`config.mk`:
```
export PLATFORM = sky130hd
export DESIGN_NAME = regfile_scrub
export DESIGN_NICKNAME = d
export VERILOG_FILES = /design/src/rtl/regfile_scrub.sv
export SDC_FILE = /design/constraint.sdc
export NUM_CORES = 2
export LEC_CHECK = 0
export BUFFER_PORTS_ARGS = -buffer_cell sky130_fd_sc_hd__buf_2
export CAP_MARGIN = 20
export CORE_MARGIN = 10
export CORE_UTILIZATION = 60
export DETAILED_ROUTE_END_ITERATION = 10
export GPL_ROUTABILITY_DRIVEN = 1
export GPL_TIMING_DRIVEN = 0
export PLACE_DENSITY = 0.82
export SYNTH_ARGS = -nofsm -noshare
export SYNTH_HDL_FRONTEND = slang
export SYNTH_SLANG_ARGS = --single-unit
```
`constraint.sdc`:
```
create_clock -name clk_i -period 2.8 [get_ports clk_i]
set_input_delay 0.28 -clock clk_i [delete_from_list [all_inputs] [get_ports clk_i]]
set_output_delay 0.28 -clock clk_i [all_outputs]
set_load 0.02 [all_outputs]
```
`src/rtl/regfile_scrub.sv`:
```
// Register file with NRD asynchronous read ports, one synchronous write port,
// optional write-to-read bypass, optional hardwired-zero r0 and a scrub engine
// that clears every register, one per cycle, on request.
module regfile_scrub #(
    parameter int unsigned DATA_W  = 32,
    parameter int unsigned NREGS   = 32,
    parameter int unsigned NRD     = 2,
    parameter bit          BYPASS  = 1'b1,
    parameter bit          ZERO_R0 = 1'b1,
    localparam int unsigned AW     = $clog2(NREGS)
) (
    input  logic                  clk_i,
    input  logic                  rst_ni,
    input  logic                  we_i,
    input  logic [AW-1:0]         waddr_i,
    input  logic [DATA_W-1:0]     wdata_i,
    input  logic [NRD*AW-1:0]     raddr_i,
    output logic [NRD*DATA_W-1:0] rdata_o,
    input  logic                  scrub_req_i,
    output logic                  scrub_busy_o,
    output logic                  scrub_done_o,
    output logic                  wr_drop_o
);

    typedef enum logic [1:0] {StIdle, StScrub, StDone} state_e;

    state_e            state_q, state_d;
    logic [AW-1:0]     cnt_q, cnt_d;
    logic [DATA_W-1:0] regs_q [NREGS];
    logic [DATA_W-1:0] regs_d [NREGS];
    logic              busy_q, busy_d;
    logic              done_q, done_d;
    logic              drop_q, drop_d;
    logic              in_scrub;
    logic              wr_accept;

    assign in_scrub  = (state_q == StScrub);
    // r0 writes are swallowed here so the bypass path never forwards to r0 either.
    assign wr_accept = we_i && !in_scrub && !(ZERO_R0 && (waddr_i == '0));

    // Next-state: register contents, scrub pointer, FSM and registered flags.
    always_comb begin
        regs_d  = regs_q;
        state_d = state_q;
        cnt_d   = cnt_q;
        if (wr_accept) begin
            regs_d[waddr_i] = wdata_i;
        end
        unique case (state_q)
            StIdle: begin
                if (scrub_req_i) begin
                    state_d = StScrub;
                    cnt_d   = '0;
                end
            end
            StScrub: begin
                regs_d[cnt_q] = '0;
                cnt_d         = cnt_q + 1'b1;  // wraps to 0 after the last register
                if (cnt_q == AW'(NREGS - 1)) begin
                    state_d = StDone;
                end
            end
            StDone: begin
                state_d = StIdle;
            end
            default: begin
                state_d = StIdle;
            end
        endcase
        busy_d = (state_d == StScrub);
        done_d = (state_d == StDone);
        drop_d = in_scrub && we_i;
    end

    // State update with synchronous active-low reset; reset aborts any scrub.
    always_ff @(posedge clk_i) begin
        if (!rst_ni) begin
            state_q <= StIdle;
            cnt_q   <= '0;
            busy_q  <= 1'b0;
            done_q  <= 1'b0;
            drop_q  <= 1'b0;
            for (int i = 0; i < int'(NREGS); i++) begin
                regs_q[i] <= '0;
            end
        end else begin
            state_q <= state_d;
            cnt_q   <= cnt_d;
            busy_q  <= busy_d;
            done_q  <= done_d;
            drop_q  <= drop_d;
            for (int i = 0; i < int'(NREGS); i++) begin
                regs_q[i] <= regs_d[i];
            end
        end
    end

    // Read ports: masked during reset and scrub, r0 hardwired, optional bypass.
    always_comb begin
        rdata_o = '0;
        if (rst_ni && !in_scrub) begin
            for (int k = 0; k < int'(NRD); k++) begin
                if (ZERO_R0 && (raddr_i[k*AW +: AW] == '0)) begin
                    rdata_o[k*DATA_W +: DATA_W] = '0;
                end else if (BYPASS && wr_accept && (waddr_i == raddr_i[k*AW +: AW])) begin
                    rdata_o[k*DATA_W +: DATA_W] = wdata_i;
                end else begin
                    rdata_o[k*DATA_W +: DATA_W] = regs_q[raddr_i[k*AW +: AW]];
                end
            end
        end
    end

    assign scrub_busy_o = busy_q;
    assign scrub_done_o = done_q;
    assign wr_drop_o    = drop_q;

endmodule
```
==> impl_metrics.csv <==
group,metric,value,unit
synth,syn_avg_cell_area,8.542,um2
sta,setup-tns-final,-25.21,ns
sta,slew_headroom,0.1322,
cts,cts_max_level,3,
placed_design,port_buffers,77,
placed_design,gp_congestion,1.143,
grt,globalRouteOverflowTotal,0,
cells_and_area,final_common_cell,"nand2_1",
floorplan,start_util,0.6060,
synth,synth-async-reset-ratio,0,
synth,synth-compound-area-share,0.1709,
sta,setup_violations,162,
setup_path,critical-path-top-delay-family,"buffers and inverters",
cells_and_area,layout-drive-gt1-share,0.1865,
grt,grt_pass1_wl,371.8,mm
sta,skew,0.03121,ns
cts,cts_tree,"yes",
grt,grt_max_degree,15,
placed_design,hpwl,202.6,mm
route,first_pass_iters,11,
synth,ys_top_cells_by_area,"dfxtp_1 (39%), mux4_2 (16%), nand2_1 (15%)",
synth,ys.warnings.count,0,
synth,synth_top_family_by_area,"multiplexers",
power,seq_power_share,0.432,
power,leakage,20.32,nW
placed_design,place_ws,-1.533,ns
synth,synth_xor_area_frac,0.001661,
synth,synth_cell_types,50,
sta,min_period,3.282,ns
cts,cts.sinks,1034,
setup_path,crit_fanout,10,
synth,synth-edff-count,0,
setup_path,crit_buf_inv,6,
power,combPwrFrac,0.116,
sta,fmax,304.7,MHz
setup_path,cp_slowest_cell,"clkbuf_2",
cts,root_buffer,"clkbuf_16",
grt,grt_pass1_vias,51720,
cells_and_area,final_nets,6510,
power,finalPower,34.36,mW
grt,grt_use_total,0.5260,
hold_path,hold_class,"in2reg",
route,vias,57260,
sta,tightest_slew,1.302,ns
power,clkPwrFrac,0.451,
route,ant_nets,0,
synth,synth_fa_ha_area_frac,0.001186,
power,power_density,549.8,mW/mm2
synth,netlist_instances,6174,
cells_and_area,fin_area,0.06251,mm2
cts,clk_pin_slew,0.06,ns
cts,clkLatencyLatePin,0.76,ns
cts,clock_path_buffers,3,
synth,ys_seq_area_frac,0.3925,
sta,final_hold_viol_count,0,
sta,drv_slew,0,
floorplan,dieWidth,316.5,um
floorplan,io_pins,118,
floorplan,die-area,0.1002,mm2
setup_path,cp_cell_sequence,"buf_2 -> clkbuf_2 -> inv_1 -> clkbuf_2 -> o221ai_2 -> o22ai_1 -> a2111oi_4 -> buf_4 -> a211o_1 -> buf_6",
route,totalWireLength,275.9,mm
cells_and_area,finalNonFillerCells,7713,
cts,cts-buffers-inserted,109,
route,drt-vias-per-instance,7.424,
sta,rsz0062_at_grt,"true",
floorplan,core_area,0.08702,mm2
synth,ys_seq_elements,1034,
power,switchingPower,9.615,mW
synth,synth_top_area_cell,"dfxtp_1",
setup_path,crit_type,"in2out",
placed_design,placed_cell_area,0.05474,mm2
power,max-vdd-ir-drop,0.0006255,V
sta,whs,0.001574,ns
synth,syn-num-nets,6230,
power,intPower,24.75,mW
sta,postLayoutSetupSlackWorst,-0.4816,ns
floorplan,rows,108,
outcome,status,"complete, but fails checks",
sta,post-route-period-util,1.172,
setup_path,cp_common_cell,"clkbuf_2",
floorplan,dieHeight,316.5,um
synth,synth_mux_area_frac,0.2128,
synth,synth_top_area_frac,0.3925,
cells_and_area,utilization,0.7183,
cells_and_area,area_delta_synth_final,18.52,%
run,drv_cap,0,
synth,synth_area,0.05274,mm2
synth,synth-simple-area-share,0.1699,
setup_path,arrival,3.00,ns
route,wire_per_inst,35.77,um
power,swShare,0.2798,
placed_design,placedCellCount,7424,
grt,antenna_found_initial,12,
setup_path,required,2.52,ns
setup_path,start_kind,"primary input",
route,drt_iter0_drc,12390,
setup_path,crit_path_end_kind,"output pin",
route,drc,9,
outcome,violations,"DRC, setup timing",
synth,synthFlopType,"dfxtp_1",
setup_path,max_stage_delay,0.40,ns
cells_and_area,mostFrequentLayoutCells,"nand2_1 (2043), dfxtp_1 (1024), a21oi_1 (1016), clkbuf_1 (435), mux4_2 (384)",
==> state kept, by name (all words and copies together), names as in the netlist <==
register,cells
cnt_q,5
regs_q,1024
scrub_busy_o,1
scrub_done_o,1
state_q,2
wr_drop_o,1
==> power groups by stage <==
stage | clock network, mW | logic, mW | registers, mW
3_3_place_gp | 0 | 3.07 | 15.2
3_5_place_dp | 0 | 3.11 | 15.2
4_1_cts | 15.2 | 3.45 | 14.9
6_report | 15.5 | 4.00 | 14.9
2_1_floorplan | 0 | 1.67 | 15.2
5_1_grt | 15.8 | 3.87 | 14.9
==> logic make-up after synthesis <==
kind of cell,Yosys count
muxes,641
xor gates and xnor gates,10
buffers and inverters,670
and+or+nand+nor,2277
AOI/OAI and AO/OA,1537
adders and majority gates,5
DFF,1034
==> synthesized netlist by cell type (all sizes together) (21+ instances only) <==
master and instances:
o21ai 43, mux4 384, dfxtp 1034, and2 37
a211o 32, nor2b 33, nor2 56, nand2 2056
o22ai 43, clkbuf 564, mux2i 257, a2111oi 21
o221ai 118, buf 101, a221o 32, a21oi 1078
a22oi 131
==> tightest hold or removal path, delay by kind of cell <==
kind	cells	cell delay, ns
buffers and inverters	1	0.23
AND/OR/NAND/NOR	1	0.12
AO/OA/AOI/OAI	1	0.06
==> what timing repair did <==
item	4_1_cts	5_1_grt
pin swaps	22	41
buffers inserted	8	26
setup endpoints to repair	743	837
resized for setup	631	299
hold buffers	32	1
gates cloned	7	3
endpoints found under the hold margin	32	1
==> metal layers <==
layer  wire, um  GRT usage  vias up
li1           -          -    22300
met4      28120     0.3998       34
met5        885    0.03722        -
met1      88840     0.6225    27170
met3      53970     0.2993     1666
met2     104100     0.6910     6087
==> path summary, 6_finish.rpt <==
kind | start | endpoint | slack, ns | depth (start not counted)
worst max-delay path | raddr_i[4] | rdata_o[28] | -0.48 | 10
worst min-delay path | wdata_i[31] | regs_q[31]$_SDFF_PN0_ | 0.002 | 3
worst max register to register | state_q[1]$_SDFF_PN0_ | regs_q[463]$_SDFF_PN0_ | -0.13 | 9
worst min register to register | regs_q[915]$_SDFF_PN0_ | regs_q[915]$_SDFF_PN0_ | 0.46 | 2
==> cell type report <==
type	count	area, um2
Sequential cell	1034	20720
Timing Repair Buffer	174	1793
Buffer	660	3666
Clock inverter	44	555.5
Clock buffer	154	3151
Antenna cell	17	42.54
Inverter	5	18.77
Fill cell	6659	24520
Tap cell	1155	1445
Multi-Input combinational cell	4470	31120
Power figures use the tool's default switching activity.
